File: src/rtl/denise_sprite_serializer_pkg.sv
// denise_sprite_serializer_pkg: shared sprite register map, FSM encoding and pixel constants
package denise_sprite_serializer_pkg;
  localparam int SPR0POS = 'h140;
  localparam int SPR_STRIDE = 8;
  localparam logic [1:0] NSPR_TRANSPARENT = 2'b00;
  typedef enum logic [1:0] {IDLE, ARMED, SHIFT} spr_state_t;
  // Byte address of a sprite register, reduced to the word address seen on reg_address_in[8:1]
  function automatic logic [7:0] spr_word_addr(input int sprnum, input int offs);
    return 8'((SPR0POS + SPR_STRIDE * sprnum + offs) >> 1);
  endfunction
endpackage

File: src/rtl/denise_sprite_shifter.sv
// denise_sprite_shifter: 16-bit dual pixel shifter with load and pixel counter
//   clk, reset_n : clock, async active-low reset
//   en           : pixel enable; load : copy data_in/datb_in and restart count at 15
//   msb          : {datb[15], data[15]} current pixel; cnt : pixels remaining after this one
module denise_sprite_shifter (
  input  logic        clk,
  input  logic        reset_n,
  input  logic        en,
  input  logic        load,
  input  logic [15:0] data_in,
  input  logic [15:0] datb_in,
  output logic [1:0]  msb,
  output logic [3:0]  cnt
);
  logic [15:0] data_q, data_d, datb_q, datb_d;
  logic [3:0] cnt_q, cnt_d;
  always_comb begin
    data_d = !en ? data_q : load ? data_in : {data_q[14:0], 1'b0};
    datb_d = !en ? datb_q : load ? datb_in : {datb_q[14:0], 1'b0};
    cnt_d = !en ? cnt_q : load ? 4'd15 : (cnt_q != 4'd0) ? cnt_q - 4'd1 : 4'd0;
  end
  always_ff @(posedge clk or negedge reset_n) begin
    if (!reset_n) begin
      data_q <= '0;
      datb_q <= '0;
      cnt_q <= '0;
    end else begin
      data_q <= data_d;
      datb_q <= datb_d;
      cnt_q <= cnt_d;
    end
  end
  assign msb = {datb_q[15], data_q[15]};
  assign cnt = cnt_q;
endmodule

File: src/rtl/denise_sprite_serializer.sv
// denise_sprite_serializer: one Denise sprite channel - register latches, hstart comparator, pixel serializer
//   clk, reset_n   : clock, async active-low reset; clk7_en : pixel/register enable
//   reg_address_in : register word address [8:1]; data_in : register write data
//   hpos           : beam lores pixel position
//   nsprite        : {DATB, DATA} pixel, 00 transparent; attach : CTL[7]; armed : comparator enabled
module denise_sprite_serializer
  import denise_sprite_serializer_pkg::*;
#(
  parameter int SPRNUM = 0
) (
  input  logic        clk,
  input  logic        reset_n,
  input  logic        clk7_en,
  input  logic [7:0]  reg_address_in,
  input  logic [15:0] data_in,
  input  logic [8:0]  hpos,
  output logic [1:0]  nsprite,
  output logic        attach,
  output logic        armed
);
  localparam logic [7:0] A_POS = spr_word_addr(SPRNUM, 0);
  localparam logic [7:0] A_CTL = spr_word_addr(SPRNUM, 2);
  localparam logic [7:0] A_DATA = spr_word_addr(SPRNUM, 4);
  localparam logic [7:0] A_DATB = spr_word_addr(SPRNUM, 6);
  spr_state_t state_q, state_d;
  logic [8:0] hstart_q, hstart_d;
  logic [15:0] data_latch_q, data_latch_d, datb_latch_q, datb_latch_d;
  logic attach_q, attach_d, armed_q, armed_d;
  logic [1:0] nsprite_q, nsprite_d, shift_msb;
  logic [3:0] cnt;
  logic wr_pos, wr_ctl, wr_data, wr_datb, match;
  assign wr_pos = clk7_en && reg_address_in == A_POS;
  assign wr_ctl = clk7_en && reg_address_in == A_CTL;
  assign wr_data = clk7_en && reg_address_in == A_DATA;
  assign wr_datb = clk7_en && reg_address_in == A_DATB;
  // Compare with the pre-write hstart/armed so a same-enable write never affects this pixel
  assign match = armed_q && hpos == hstart_q;
  always_comb begin
    hstart_d = wr_pos ? {data_in[7:0], hstart_q[0]} : wr_ctl ? {hstart_q[8:1], data_in[0]} : hstart_q;
    attach_d = wr_ctl ? data_in[7] : attach_q;
    armed_d = wr_ctl ? 1'b0 : wr_data ? 1'b1 : armed_q;
    data_latch_d = wr_data ? data_in : data_latch_q;
    datb_latch_d = wr_datb ? data_in : datb_latch_q;
    // A burst runs until its last pixel, then the FSM settles according to the new armed value
    state_d = !clk7_en ? state_q : match ? SHIFT : (state_q == SHIFT && cnt != 4'd0) ? SHIFT : armed_d ? ARMED : IDLE;
    nsprite_d = !clk7_en ? nsprite_q : (state_q == SHIFT) ? shift_msb : NSPR_TRANSPARENT;
  end
  always_ff @(posedge clk or negedge reset_n) begin
    if (!reset_n) begin
      state_q <= IDLE;
      hstart_q <= '0;
      attach_q <= 1'b0;
      armed_q <= 1'b0;
      data_latch_q <= '0;
      datb_latch_q <= '0;
      nsprite_q <= NSPR_TRANSPARENT;
    end else begin
      state_q <= state_d;
      hstart_q <= hstart_d;
      attach_q <= attach_d;
      armed_q <= armed_d;
      data_latch_q <= data_latch_d;
      datb_latch_q <= datb_latch_d;
      nsprite_q <= nsprite_d;
    end
  end
  denise_sprite_shifter u_shifter (
    .clk(clk),
    .reset_n(reset_n),
    .en(clk7_en),
    .load(clk7_en && match),
    .data_in(data_latch_q),
    .datb_in(datb_latch_q),
    .msb(shift_msb),
    .cnt(cnt)
  );
  assign nsprite = nsprite_q;
  assign attach = attach_q;
  assign armed = armed_q;
endmodule

File: config.mk
export PLATFORM = sky130hd
export DESIGN_NAME = denise_sprite_serializer
export DESIGN_NICKNAME = d
export VERILOG_FILES = /design/src/rtl/denise_sprite_serializer_pkg.sv /design/src/rtl/denise_sprite_shifter.sv /design/src/rtl/denise_sprite_serializer.sv
export SDC_FILE = /design/constraint.sdc
export NUM_CORES = 1
export LEC_CHECK = 0
export CAP_MARGIN = 5
export CELL_PAD_IN_SITES_DETAIL_PLACEMENT = 1
export CELL_PAD_IN_SITES_GLOBAL_PLACEMENT = 1
export CORE_UTILIZATION = 41
export DETAILED_ROUTE_END_ITERATION = 8
export PLACE_DENSITY_LB_ADDON = 0.1
export SYNTH_ARGS = -nofsm -noshare
export SYNTH_HDL_FRONTEND = slang
export SYNTH_SLANG_ARGS = --single-unit
export TNS_END_PERCENT = 50
File: constraint.sdc
create_clock -name clk -period 1.5 [get_ports clk]
set_input_delay 0.3 -clock clk [delete_from_list [all_inputs] [get_ports clk]]
set_output_delay 0.3 -clock clk [all_outputs]
set_load 0.005 [all_outputs]
==> results of run 1 <==
[cells by family after synthesis]
| family | synth area share |
|---|---|
| flops | 0.541 |
| xor+xnor | 0.0205 |
| buf+inv | 0.0384 |
| compound gates | 0.139 |
| mux | 0.123 |
| simple gates | 0.138 |
[through the flow]
stage               std cells  utilization  total power, mW
finish                    497        0.592             5.25
global route              497        0.592             5.47
CTS                       497        0.565             5.15
detailed placement        473        0.508             3.22
global placement          473        0.508             3.19
floorplan                 334            -             2.88
[state kept, by name, indices dropped and copies added, names as in the netlist]
| name | cells |
|---|---|
| hstart_q | 9 |
| nsprite | 2 |
| u_shifter.data_q | 16 |
| armed | 1 |
| datb_latch_q | 16 |
| state_q | 2 |
| u_shifter.datb_q | 16 |
| u_shifter.cnt | 4 |
| attach | 1 |
| data_latch_q | 16 |
[power by group through the flow]
stage	Combinational, mW	Sequential [mW]	Clock [mW]
6_report	0.839	2.57	1.84
2_1_floorplan	0.358	2.53	0
3_5_place_dp	0.661	2.56	0
4_1_cts	0.740	2.53	1.88
5_1_grt	0.904	2.59	1.98
3_3_place_gp	0.641	2.55	0
[path summary, 6_finish.rpt]
path / endpoint
max: u_shifter.data_q[12]$_DFFE_PN0P_
min: u_shifter.cnt[2]$_DFFE_PN0P_
max reg2reg: u_shifter.data_q[12]$_DFFE_PN0P_
min reg2reg: data_latch_q[3]$_DFFE_PN0P_
max in group asynchronous: u_shifter.datb_q[3]$_DFFE_PN0P_
min in group clk: armed$_DFF_PN0_
[layer usage]
layer	wire (um)	GRT usage	part of all wire	vias up
li1	-	-	-	1372
met5	0	0	0	-
met3	403	0.0454	0.037	12
met2	5720	0.417	0.52	66
met1	4720	0.308	0.43	1599
met4	136	0.0758	0.012	0
[timing repair]
action                                 4_1_cts  5_1_grt
gates cloned                                 3        0
pin swaps                                   15       18
endpoints found under the hold margin       24        0
buffers inserted                             5        0
setup endpoints to repair                   84       75
gates resized for setup                     66       44
hold buffers                                 1        0
[worst register-to-register path, stage by stage, from the launching register on]
cell and delay, ns:
dfrtp_1 0.41, xnor2_2 0.18, nand4_1 0.16, buf_4 0.18, buf_12 0.15, o31ai_4 0.24
a31oi_1 0.13
[synthesized netlist by cell type (2+ instances only)]
master    instances  area (sq um)
clkbuf_1         23          86.3
nand2_1           6          22.5
mux2_2           40           450
a31oi_1          30           188
o22ai_1           2          12.5
nor2b_1           2          12.5
o31ai_1          30           225
nor2_1           33           124
and2_1            2          12.5
nand2b_1          4          25.0
dfrtp_1          83          2080
nand4_1          32           200
and4_1            2          17.5
inv_1             3          11.3
buf_1             3          11.3
o21ai_0           3          15.0
mux2_1            2          22.5
a22o_1            2          17.5
a31o_2            2          17.5
a221o_1           2          20.0
xnor2_1           9          78.8
[cell type report]
class                   instances  share of cell area
flip-flops and latches         83               0.394
clock buffers                   9              0.0235
well taps                     108              0.0257
inverters                       3             0.00214
clock inverters                 7              0.0188
multi-input cells             218               0.387
repair buffers                 69               0.148
==> results_dict.tcl, run 1 <==
set metrics [dict create \
    postRouteAntennaNets 0 \
    multiInputGateArea_sq_um 2040 \
    finalHoldViolCount 0 \
    overflow 0 \
    cts-root-buf "clkbuf_8" \
    synth-seq-cells 83 \
    cp.depth 7 \
    initial_core_util 0.432 \
    maxCapViolations 0 \
    fmax_mhz 613 \
    grt_pass1_vias 3309 \
    grt_max_degree 83 \
    final_cell_mix "83 x dfrtp_1, 33 x nor2_1, 32 x nand4_1" \
    dr.first_iter.drc_count 185 \
    avgSynthCellArea_sq_um 11.5 \
    hold_path.class "input pin to async pin" \
    rsz0062_at_grt "true" \
    skew_ns 0.0102 \
    synth_cell_types 40 \
    violations "setup timing" \
    critPathArrivalTime_ns 1.82 \
    clk_pin_slew_worst_paths_ns 0.09 \
    syn_to_final_growth_pct 37.1 \
    antenna_cells 0 \
    p_clk_frac 0.351 \
    regArea_sq_um 2080 \
    max-vdd-ir-drop_v 0.000493 \
    portBuffers 39 \
    synthCells 334 \
    fin_crit_sh 1.09 \
    async_flop_share 1.00 \
    internal_power_mw 3.76 \
    slew_headroom 0.463 \
    routed_via_density 6.13 \
    core_area_sq_um 8890 \
    worstMarginPinSlew_ns 0.806 \
    finalInstanceArea_sq_um 5270 \
    routed_wl_um 11000 \
    grt_pass1_wl_um 17900 \
    gp_congestion 0.736 \
    place_hpwl_um 6140 \
    seq_area_frac_synth 0.541 \
    rows 34 \
    synthesis.nets 370 \
    timing.hold.ws_ns 0.397 \
    synthFlopType "dfrtp_1" \
    clk_path_buf_depth 2 \
    tritoncts "done" \
    outcome "finished, violations left" \
    finalSetupViolCount 37 \
    crit_type "input pin to register" \
    crit_slowest_cell "clkdlybuf4s50_1" \
    htree_levels 3 \
    swShare 0.283 \
    p_leak_nw 2.18 \
    crit_fanout 9 \
    fillerInstances 876 \
    path_cells "clkdlybuf4s50_1 -> xnor2_2 -> nand4_1 -> buf_4 -> buf_12 -> o31ai_4 -> a31oi_1" \
    power_switching_mw 1.49 \
    ios 40 \
    worstPathRequired_ns 1.68 \
    end_kind "register" \
    netlist_area_sq_um 3840 \
    max_stage_delay_ns 0.45 \
    die_w_um 98.8 \
    antenna_found_initial 0 \
    numCtsBuffers 9 \
    rrSetupSlack_ns -0.12 \
    post-place-ws_ns -0.562 \
    p_comb_frac 0.160 \
    critPathLaunchType "input pin" \
    num_vias 3049 \
    clk_latency_ns 0.36 \
    crit_family "buffers and inverters" \
    fin_nets 420 \
    fin_crit_ns 1.63 \
    power_frac_seq 0.489 \
    drive_above_1_share 0.342 \
    final_common_cell "dfrtp_1" \
    postPlaceCellArea_sq_um 4520 \
    post_drt_wl_per_cell_um 22.1 \
    reg2reg_from "hstart_q[2]$_DFFE_PN0P_" \
    tns_ns -2.44 \
    crit_buf_inv 3 \
    dr.pass1.iters 4 \
    r2r_cells 6 \
    die_area_sq_um 9760 \
    fp.dieH_um 98.8 \
    p_per_area_nw_per_um2 997 \
    slew_violations 0 \
    setup_ws_ns -0.132 \
    synth_edf_count 0 \
    yosys_warnings 0 \
    clock-sinks 83 \
    track_usage 0.242 \
    drc_errors 0 \
    startpoint "hpos[2]" \
]
Power figures use the tool's default switching activity.
==> run 2, diff against run 1 <==
- CTS_BUF_LIST: default -> sky130_fd_sc_hd__clkbuf_4 sky130_fd_sc_hd__clkbuf_8 sky130_fd_sc_hd__clkbuf_16
==> results of run 2 <==
No change in the layout: final DEF, timing and power equal those of run 1.
